===== config.mk =====
export PLATFORM = sky130hd
export DESIGN_NAME = spi_master
export DESIGN_NICKNAME = d
export VERILOG_FILES = /design/src/rtl/spi_pkg.sv /design/src/rtl/spi_master.sv
export SDC_FILE = /design/constraint.sdc
export NUM_CORES = 1
export LEC_CHECK = 0
export ABC_AREA = 1
export CORE_ASPECT_RATIO = 0.75
export CORE_MARGIN = 2
export CORE_UTILIZATION = 46
export DETAILED_ROUTE_END_ITERATION = 8
export PLACE_DENSITY_LB_ADDON = 0.08
export SKIP_CTS_REPAIR_TIMING = 1
export SLEW_MARGIN = 20
export SYNTH_ARGS = -nofsm -noshare
export SYNTH_HDL_FRONTEND = slang
export SYNTH_SLANG_ARGS = --single-unit

===== constraint.sdc =====
create_clock -name clk -period 1.26 [get_ports clk]
set_input_delay 0.252 -clock clk [delete_from_list [all_inputs] [get_ports clk]]
set_output_delay 0.252 -clock clk [all_outputs]
set_load 0.05 [all_outputs]

===== src/rtl/spi_pkg.sv =====
// Shared definitions for the SPI master.
// Holds the FSM state type, the minimum legal half-period and the
// bus-mode constants (mode 0, MSB first) used by spi_master.
package spi_pkg;

  // IDLE: bus released, LOW/HIGH: the two sclk phases of a bit,
  // NEXT: between bytes of one frame, HOLD: cs_n hold after the
  // last byte, GAP: cs_n high before the next frame may start.
  typedef enum logic [2:0] {
    IDLE = 3'd0,
    LOW  = 3'd1,
    HIGH = 3'd2,
    NEXT = 3'd3,
    HOLD = 3'd4,
    GAP  = 3'd5
  } spi_state_t;

  // Smallest half-period that keeps mosi/miso stable across the
  // slave's 2-flop sclk synchronizer.
  localparam int SPI_HALF_PERIOD_MIN = 4;

  // Mode 0: sclk idles low, data sampled on the rising edge.
  localparam logic SPI_CPOL      = 1'b0;
  localparam logic SPI_CPHA      = 1'b0;
  localparam logic SPI_MSB_FIRST = 1'b1;

endpackage


===== src/rtl/spi_master.sv =====
// Byte-oriented SPI master, mode 0 (CPOL=0, CPHA=0), MSB first.
//
// Ports:
//   clk, rst_n          system clock, asynchronous active-low reset
//   tx_valid/tx_ready   byte handshake; tx_data is shifted out MSB first
//   tx_data[7:0]        byte to send
//   tx_last             byte closes the frame, cs_n released after it
//   rx_valid            one-cycle pulse when rx_data is updated
//   rx_data[7:0]        last byte captured from miso
//   busy                a frame is in progress
//   sclk, cs_n, mosi    registered SPI outputs
//   miso                SPI serial input
//
// HALF_PERIOD is the number of clk cycles per sclk half-period
// (legal range SPI_HALF_PERIOD_MIN..255).
module spi_master
  import spi_pkg::*;
#(
  parameter int HALF_PERIOD = 4
) (
  input  logic       clk,
  input  logic       rst_n,
  input  logic       tx_valid,
  output logic       tx_ready,
  input  logic [7:0] tx_data,
  input  logic       tx_last,
  output logic       rx_valid,
  output logic [7:0] rx_data,
  output logic       busy,
  output logic       sclk,
  output logic       cs_n,
  output logic       mosi,
  input  logic       miso
);

  localparam int DIV_W = (HALF_PERIOD > 1) ? $clog2(HALF_PERIOD) : 1;
  localparam logic [DIV_W-1:0] DIV_TC = DIV_W'(HALF_PERIOD - 1);

  spi_state_t       state;
  logic [DIV_W-1:0] div;
  logic [2:0]       bit_cnt;
  logic [7:0]       shift;
  logic             last_q;
  logic             div_tc;

  assign div_tc   = (div == DIV_TC);
  assign tx_ready = (state == IDLE) || (state == NEXT);
  assign busy     = (state != IDLE);

  // Shift register doubles as transmit and receive buffer: miso enters
  // at the LSB on each rising edge while the outgoing bit leaves at the
  // MSB, so after 8 bits it holds the received byte.
  always_ff @(posedge clk or negedge rst_n) begin
    if (!rst_n) begin
      state    <= IDLE;
      div      <= '0;
      bit_cnt  <= '0;
      shift    <= '0;
      last_q   <= 1'b0;
      sclk     <= SPI_CPOL;
      cs_n     <= 1'b1;
      mosi     <= 1'b0;
      rx_valid <= 1'b0;
      rx_data  <= '0;
    end else begin
      rx_valid <= 1'b0;
      case (state)
        IDLE, NEXT: begin
          if (tx_valid) begin
            shift   <= tx_data;
            mosi    <= tx_data[7];
            last_q  <= tx_last;
            bit_cnt <= 3'd7;
            div     <= '0;
            cs_n    <= 1'b0;
            state   <= LOW;
          end
        end
        LOW: begin
          if (div_tc) begin
            div   <= '0;
            sclk  <= 1'b1;
            shift <= {shift[6:0], miso};
            // Eighth rising edge completes the received byte.
            if (bit_cnt == 3'd0) begin
              rx_data  <= {shift[6:0], miso};
              rx_valid <= 1'b1;
            end
            state <= HIGH;
          end else begin
            div <= div + 1'b1;
          end
        end
        HIGH: begin
          if (div_tc) begin
            div  <= '0;
            sclk <= 1'b0;
            if (bit_cnt != 3'd0) begin
              bit_cnt <= bit_cnt - 3'd1;
              // shift[7] already holds the next outgoing bit after the
              // left shift done on the rising edge.
              mosi    <= shift[7];
              state   <= LOW;
            end else begin
              state <= last_q ? HOLD : NEXT;
            end
          end else begin
            div <= div + 1'b1;
          end
        end
        HOLD: begin
          if (div_tc) begin
            div   <= '0;
            cs_n  <= 1'b1;
            state <= GAP;
          end else begin
            div <= div + 1'b1;
          end
        end
        GAP: begin
          if (div_tc) begin
            div   <= '0;
            mosi  <= 1'b0;
            state <= IDLE;
          end else begin
            div <= div + 1'b1;
          end
        end
        default: state <= IDLE;
      endcase
    end
  end

endmodule


==> results of run 1 <==
[synth_stat cells (2+ instances only)]
master	count
or2_1	7
nand3_1	11
nand2_4	2
ha_1	3
o21ai_0	25
buf_6	2
nor2_1	9
nand2_2	3
o21ai_2	2
inv_1	10
a21oi_1	4
dfrtp_1	28
inv_2	3
nand2_1	67
[state kept, by name, indices dropped and copies added (netlist names)]
name / count
rx_data: 8
shift: 8
bit_cnt: 3
state: 3
div: 2
cs_n: 1
last_q: 1
mosi: 1
rx_valid: 1
sclk: 1
[per-layer routing]
layer  vias to the layer above  wire length, um  track usage, %
met5                         -                0               0
met4                         0               74            5.77
met3                        12              198            4.95
met2                        50             2120            33.7
met1                       721             1910            29.5
li1                        735                -               -
[worst max-delay path: stages, from the launching register on]
cell     delay [ns]
dfrtp_2        0.43
buf_6          0.14
nor2_4         0.15
nand2_8        0.08
nand2_8        0.08
buf_12         0.13
[metrics by stage]
stage	area (sq um)	hold slack (ns)	TNS [ns]
2_1_floorplan	1560	-0.0436	-0.129
3_3_place_gp	2160	0.460	-3.19
3_5_place_dp	2160	0.461	-4.07
4_1_cts	2260	0.299	-3.72
5_1_grt	2520	0.316	-6.16
6_report	2520	0.297	-4.68
[final timing paths]
check,slack (ns),end,cells after the start
max,-0.29,tx_ready,5
min,0.30,state[0],2
max reg2reg,-0.26,shift[1],6
min reg2reg,0.48,bit_cnt[1],2
max in group asynchronous,0.71,state[1],2
min in group clk,0.48,bit_cnt[1],2
[report_power, final]
part	leakage (uW)	switching, uW	internal [uW]
Clock	0.0000542	368	493
Combinational	0.000784	2740	2200
Sequential	0.000356	400	1350
[layout make-up]
| cell class | instances | area [sq um] |
|---|---|---|
| clock buffer | 7 | 96.3 |
| clock inverter | 1 | 5.00 |
| fill | 164 | 500 |
| inverter | 14 | 62.6 |
| multi-input combinational | 142 | 918 |
| sequential | 29 | 731 |
| tap | 38 | 47.5 |
| timing repair buffer | 59 | 659 |
[logic make-up (layout without fill, tap and decap cells)]
logic type / Yosys count / in the layout
XOR/XNOR: 1 / 1
adder cells (fa/ha/maj): 3 / 3
AO/OA/AOI/OAI: 34 / 34
flip-flops: 29 / 29
buffers and inverters: 17 / 81
AND/OR/NAND/NOR: 102 / 104
==> summary.txt, run 1 <==
Status
  – Status: finished, violations left
  – Violated checks: negative setup slack

Worst setup path
  – Reg2reg start: state[0]
  – CP Max Fanout: 4
  – Setup CP Type: flip-flop to output port
  – CP startpoint: state[1]
  – Crit. End Element: output port
  – Worst path arrival time: about 1.3 ns
  – Startpoint Class: flip-flop
  – Worst Path Required: a little over 1 ns

Logic synthesis
  – Number of flops mapped to enable cells by yosys: 0
  – Mapped Nets: about 200
  – Yosys top cell area share: between 40% and 50%
  – Synth Cell Area: between 1500 and 2000 sq um
  – XOR/XNOR Fraction of Synth Area: less than 1%
  – Synth area leaders: dfrtp_1, nand2_1, o21ai_0
  – Post-Synth Adder-Cell Area: 2.50%
  – Post-synthesis simple-gate area fraction: ~30%
  – Synth Register Bits: 29
  – Mapped Cells: between 150 and 200
  – Synth async-reset ratio: 100%
  – Library cells used by synthesis: 24
  – Post-synthesis compound-gate area fraction: between 10 and 15%
  – Most used DFF post-synth: dfrtp_1
  – Post-synthesis mux area share: 0%
  – Post-synthesis sequential area ratio: about half
  – Synth warnings: 0
  – Biggest area consumer among synthesized cells: dfrtp_1
  – Largest family of logic cells by synthesized area: simple AND/OR/NAND/NOR gates
  – Syn avg cell area: roughly 8.1 sq um

Clock tree
  – Number of CTS-inserted buffers: 5
  – Clk pin slew, worst setup/hold paths: approximately 0.070 ns
  – CTS tree: built
  – Clock tree root driver cell: clkbuf_8
  – Htree depth: 2
  – Worst-Skew Late Latency: between 0.2 and 0.3 ns
  – CTS Buffer Depth: 2
  – CTS sink cnt: 29

Die
  – Area of the core: around 3000 sq um
  – Initial Util: between 40% and 50%
  – Row Count: 17
  – Die ar.: 3750 sq um
  – # IOs: 27
  – Die width: 70.0 um
  – Die Y: 53.5 um

Final layout
  – Layout cells sized above 1: between 40% and 50%
  – Final Non-Filler Cells: 290
  – Commonest cells after routing, fill and taps aside: nand2_1, buf_4, dfrtp_1, o21ai_0, buf_12
  – Final core utilization: a little over four fifths
  – Number of diodes: 0
  – Commonest non-fill, non-tap cell in the layout: nand2_1
  – Final Net Count: approximately 270
  – P&R area growth vs syn: 67.6%

Hold path
  – Hold Path Class: primary input to async pin

Timing
  – Final worst path period need: around 1.6 ns
  – Headroom to the max-slew limit: about three quarters
  – Setup-failing EPs final: 31
  – Final Hold Fails: 0
  – RSZ-0062 raised after global routing: yes
  – Min setup slack post-route: -0.291 ns
  – Slew Limit Fails: 0
  – Fin crit share: 123%
  – Clock Skew: 0.00692 ns
  – Worst Tran Pin Value: between 0.3 and 0.4 ns
  – Peak Freq: roughly 640 MHz

Place
  – Setup WS pre-CTS: -0.322 ns
  – Hpwl dp: a little under 3000 um
  – Placed cell count: 274
  – Final GP Congestion: between 0.9 and 1
  – IO buf count: 26

Global route
  – First-pass GRT wire length: between 6000 and 7000 um
  – Antenna violations before repair: 0
  – Vias in the first global route: 1351
  – Total GRT Usage: between 20% and 30%
  – Pin count of the biggest net entering global routing: 19
  – GR Overflow Total: 0

Power and ir drop
  – Max VDD drop: 2580 uV
  – PwrDens: ~3000 nW/um^2
  – Leak: around 0.0012 uW
  – Pwr Total: around 7600 uW

Routing
  – DRC Markers: 0
  – First-pass detailed-route iteration total: 4
  – Starting DRT DRC Count: just under 60
  – Vias post-DR: 1518
  – Post-route ant nets: 0
  – Vias per cell: between 5 and 6
  – Final WL: approximately 4300 um
  – Wirelength per Cell: between 10 and 15 um

Job
  – Max_cap viols: 0
Note: power is estimated with default switching activity, not from simulation.
==> run 2: changes to the inputs <==
--- a/config.mk
+++ b/config.mk
@@ -9,6 +9,7 @@
 export CORE_ASPECT_RATIO = 0.75
 export CORE_MARGIN = 2
 export CORE_UTILIZATION = 46
+export CTS_CLUSTER_SIZE = 8
 export DETAILED_ROUTE_END_ITERATION = 8
 export PLACE_DENSITY_LB_ADDON = 0.08
 export SKIP_CTS_REPAIR_TIMING = 1
==> results of run 2 <==
Same layout as run 1: the final DEF is identical, and so are final timing and power.
==> run 3: changes to the inputs <==
--- a/config.mk
+++ b/config.mk
@@ -8,7 +8,7 @@
 export ABC_AREA = 1
 export CORE_ASPECT_RATIO = 0.75
 export CORE_MARGIN = 2
-export CORE_UTILIZATION = 46
+export CORE_UTILIZATION = 42
 export CTS_CLUSTER_SIZE = 8
 export DETAILED_ROUTE_END_ITERATION = 8
 export PLACE_DENSITY_LB_ADDON = 0.08
==> run 3 against run 2 <==
Compared with the run above:
- the run still ends with negative setup slack left
- non-clock buffer count is 6 lower
- register-to-register slack better by 0.06 ns
- final area is 7.4% lower
- worst hold slack better by 0.043 ns
- count of clock-buffer cells in the layout is 1 higher
- critical path type unchanged
==> summary.txt, run 3 (synthesis results as in run 1) <==
Timing
  – RSZ-0062 raised after global routing: yes
  – Headroom to the max-slew limit: between 70% and 80%
  – Final Hold Fails: 0
  – Clock Skew: 0.00313 ns
  – Fin crit share: 116%
  – Setup TNS: -3.10 ns
  – Setup-failing EPs final: 27
  – Worst Tran Pin Value: ~0.3 ns
  – Slew Limit Fails: 0
  – Final worst path period need: between 1 and 1.5 ns
  – Peak Freq: between 600 and 700 MHz
  – Min setup slack post-route: -0.206 ns

Worst setup path
  – Setup CP Type: flip-flop to output port
  – Worst Path Required: 1.01 ns
  – Worst path arrival time: between 1 and 1.5 ns
  – Startpoint Class: flip-flop
  – CP Max Fanout: 7
  – Crit. End Element: output port

Routing
  – DRC Markers: 0
  – Wirelength per Cell: roughly 13 um
  – Vias per cell: 4.86
  – Final WL: between 3000 and 4000 um
  – Starting DRT DRC Count: a little under 100
  – First-pass detailed-route iteration total: 4
  – Vias post-DR: 1391
  – Post-route ant nets: 0

Clock tree
  – Worst-Skew Late Latency: about 0.28 ns
  – CTS Buffer Depth: 2
  – CTS tree: built
  – Clk pin slew, worst setup/hold paths: roughly 0.060 ns
  – Number of CTS-inserted buffers: 5
  – Htree depth: 2
  – Clock tree root driver cell: clkbuf_8
  – CTS sink cnt: 29

Place
  – IO buf count: 26
  – Final GP Congestion: 0.839
  – Placed cell count: approximately 270
  – Hpwl dp: between 2000 and 3000 um

Die
  – Area of the core: approximately 3400 sq um
  – # IOs: 27
  – Row Count: 18
  – Initial Util: 44.8%
  – Die width: between 70 and 80 um
  – Die Y: about 56 um
  – Die ar.: between 4000 and 5000 sq um

Final layout
  – Final core utilization: between 60% and 70%
  – Final Non-Filler Cells: 286
  – Number of diodes: 0
  – Commonest cells after routing, fill and taps aside: nand2_1, buf_4, dfrtp_1, o21ai_0, buf_12
  – Fillcell total: between 200 and 300
  – Final Net Count: around 260
  – Top flop regs: rx_data (8), shift (8)
  – Sequential Area: between 700 and 800 sq um
  – Multi-input logic area: 811 sq um
  – Commonest non-fill, non-tap cell in the layout: nand2_1
  – Layout cells sized above 1: 34.1%
  – P&R area growth vs syn: 55.2%

Power and ir drop
  – PwrDens: about 2900 nW/um^2
  – Leak: roughly 0.0011 uW
  – Max VDD drop: roughly 2200 uV

Status
  – Violated checks: negative setup slack
  – Status: finished, violations left

Global route
  – Pin count of the biggest net entering global routing: 18
  – GR Overflow Total: 0
  – Antenna violations before repair: 0
  – First-pass GRT wire length: between 6000 and 7000 um
  – Total GRT Usage: roughly 20%
  – Vias in the first global route: between 1000 and 1500

Hold path
  – Hold Path Class: primary input to async pin

Job
  – Max_cap viols: 0
-- run 3: layer usage --
| metal | GRT usage [%] | wire (um) |
|---|---|---|
| met5 | 0 | 0 |
| met4 | 6.35 | 50 |
| met3 | 5.43 | 154 |
| met2 | 25.1 | 1520 |
| met1 | 30.7 | 2030 |
-- run 3: stage by stage --
stage                     total power [uW]  setup WS (ns)  hold slack [ns]  instance area (sq um)
after floorplan                       4060        -0.0357          -0.0436                   1560
after detailed placement              5630         -0.274            0.459                   2140
after global routing                  7230         -0.280            0.347                   2330
after global placement                5510         -0.241            0.460                   2140
after CTS                             6350         -0.250            0.332                   2220
final                                 6770         -0.206            0.340                   2330
-- run 3: cell type report --
cell class,instances,area share (%)
sequential,29,31.3
multi-input combinational,142,34.7
clock buffer,8,3.43
tap,40,2.14
inverter,14,2.36
timing repair buffer,53,26.0
-- run 3: power breakdown --
part / switching [uW] / leakage (uW) / total (uW) / internal (uW)
combinational: 2410 / 0.000722 / 4320 / 1910
clock: 324 / 0.0000395 / 715 / 391
sequential: 382 / 0.000356 / 1730 / 1350
total: 3110 / 0.00112 / 6770 / 3650
-- run 3: worst max-delay path: stages, from the launching register on --
cell and delay [ns]:
dfrtp_2 0.47, nor2_4 0.19, nand2_8 0.08, nand2_8 0.07, buf_12 0.13
-- run 3: path summary, 6_finish.rpt --
check,slack [ns],startpoint,to,depth (start not counted)
setup / recovery,-0.21,state[0],tx_ready,4
hold / removal,0.34,rst_n,state[2],2
setup reg to reg,-0.20,state[0],shift[0],6
hold reg to reg,0.46,bit_cnt[1],bit_cnt[1],2
max in group asynchronous,0.69,rst_n,state[1],2
min in group clk,0.46,bit_cnt[1],bit_cnt[1],2
==> edit, RTL diff (flow settings as in run 1) <==
Reset style: synchronous (`rst_n`), changed in one clocked block. Comments in the files are not updated.
--- a/src/rtl/spi_master.sv
+++ b/src/rtl/spi_master.sv
@@ -50,7 +50,7 @@
   // Shift register doubles as transmit and receive buffer: miso enters
   // at the LSB on each rising edge while the outgoing bit leaves at the
   // MSB, so after 8 bits it holds the received byte.
-  always_ff @(posedge clk or negedge rst_n) begin
+  always_ff @(posedge clk) begin
     if (!rst_n) begin
       state    <= IDLE;
       div      <= '0;
Check against the original RTL: differs if rst_n is asserted again (counterexample within 4 cycles, from zero or initial values and one cycle with rst_n low); with rst_n held inactive, the same outputs for 10 cycles.
==> edit against run 1 <==
- the run still ends with negative setup slack left
- sequential cell count did not move
- register-to-register slack improved by 0.10 ns
- worst setup slack improved by 0.075 ns
- die area fell by 1.5%
- synthesized cell count rose by 17%
- sequential share of layout area fell by 5.4 points
- synthesized area fell by 1.6%
- routed wire length rose by 7.7%
- clock skew rose by 0.00068 ns
- design area fell by 0.35%
- power fell by 30%
- critical path type unchanged
- critical endpoint unchanged
- largest cell class unchanged
==> edit: results (changes against run 1) <==
Routing
  – DR vias/cell: 5.11 (-2.4%)
  – DRT met1 WL: 2090 µm (+9.6%)
  – Post-Route WL: 4630 µm (+7.7%)
  – Wire length on met2: 2170 µm (+2.5%)
  – Via count: 1640 (+8.0%)
  – Wire length on met3: 239 µm (+21%)
  – DR iter-0 viols: 110 (+86%)

Place
  – Routability Congestion: 0.918 (-3.0%)
  – DP Area: 2180 µm² (+1.2%)
  – Worst slack, placed: -0.207 ns (+0.115 ns)
  – Final HPWL DP: 3020 µm (+4.9%)

STA
  – # setup viols final: 28 (-9.7%)
  – Setup TNS: -3.06 ns (+1.63 ns)
  – Hold_ws: 0.465 ns (+0.168 ns)
  – Setup ws final: -0.216 ns (+0.0753 ns)
  – Worst-Margin Slew: 0.277 ns (-0.107 ns)
  – Setup Skew: 0.00760 ns (+0.000682 ns)

Worst setup path
  – CP Launch Point: state[0]
  – Crit-path slowest cell: dfxtp_4
  – Reg2reg end: shift[1]
  – Arrival time worst endpoint: 1.22 ns (-0.08 ns)
  – Worst-path fanout max: 5 (+1)
  – FF-to-FF setup slack: -0.16 ns (+0.10 ns)
  – Slowest stage delay, CP: 0.40 ns (-0.03 ns)
  – Reg2reg path depth: 8 (+2)

Hold path
  – HP Class: flip-flop to flip-flop

Run status
  – Failing checks: negative setup slack
  – Outcome: complete, but fails checks

Cells and area
  – Share of cells above drive strength 1: 0.364 (-0.0408)
  – # nets final: 299 (+12%)

Logic synthesis
  – Async SR Flop Fraction: 0 (-1.00)
  – Synthesized Nets: 233 (+15%)
  – Sequential cell area fraction in the yosys report: 0.392 (-0.0911)
  – Commonest cells in the netlist: 52 x nand2_1, 34 x nor2_1, 29 x dfxtp_1, 22 x inv_1, 16 x o21ai_0
  – Main area contributors after synthesis: dfxtp_1 39%, nand2_1 13%, nor2_1 8.6%, inv_1 5.6%, o21ai_0 5.4%

GRT
  – Vias in the first global route: 1445 (+7.0%)
  – Met1 Track Usage GR: 0.300 (+0.00501)
  – Largest net degree at the start of global routing: 23 (+4)
  – First-pass GRT wire length: 6450 µm (+6.4%)
  – Met2 usage in global routing: 0.375 (+0.0385)

Power
  – Flop+latch power: 1.34 mW (-23%)
  – LEAKAGE: 1.14 nW (-4.8%)
  – Switching Power: 2.31 mW (-34%)
  – Power Dens Cells: 2120 nW/µm² (-29%)
  – Peak supply drop: 0.00211 V (-18%)
==> edit: cell count changes in the layout (fill, tap and decap cells not counted), sizes merged, moves of 2 or more <==
cell / delta
or2: -8
dfrtp: -28
o21ai: -5
clkinv: -2
inv: +13
nand2: -14
a21oi: +10
dfxtp: +29
nor2: +27
buf: +5
nand4: +4
==> edit: cell families (layout without fill, tap and decap cells) <==
kind of cell,after synthesis,count (layout),share of synthesized area
adder cells (fa/ha/maj),3,3,0.0254
AO/OA/AOI/OAI,38,38,0.130
flip-flops,29,29,0.392
XOR/XNOR,1,1,0.00592
buffers and inverters,32,97,0.0947
AND/OR/NAND/NOR,114,115,0.352
==> edit: final cells by class <==
type | instances | area [µm²]
multi-input cells | 157 | 913
repair buffers | 64 | 761
flip-flops and latches | 29 | 593
fillers | 179 | 488
inverters | 26 | 110
clock buffers | 7 | 86.3
well taps | 38 | 47.5
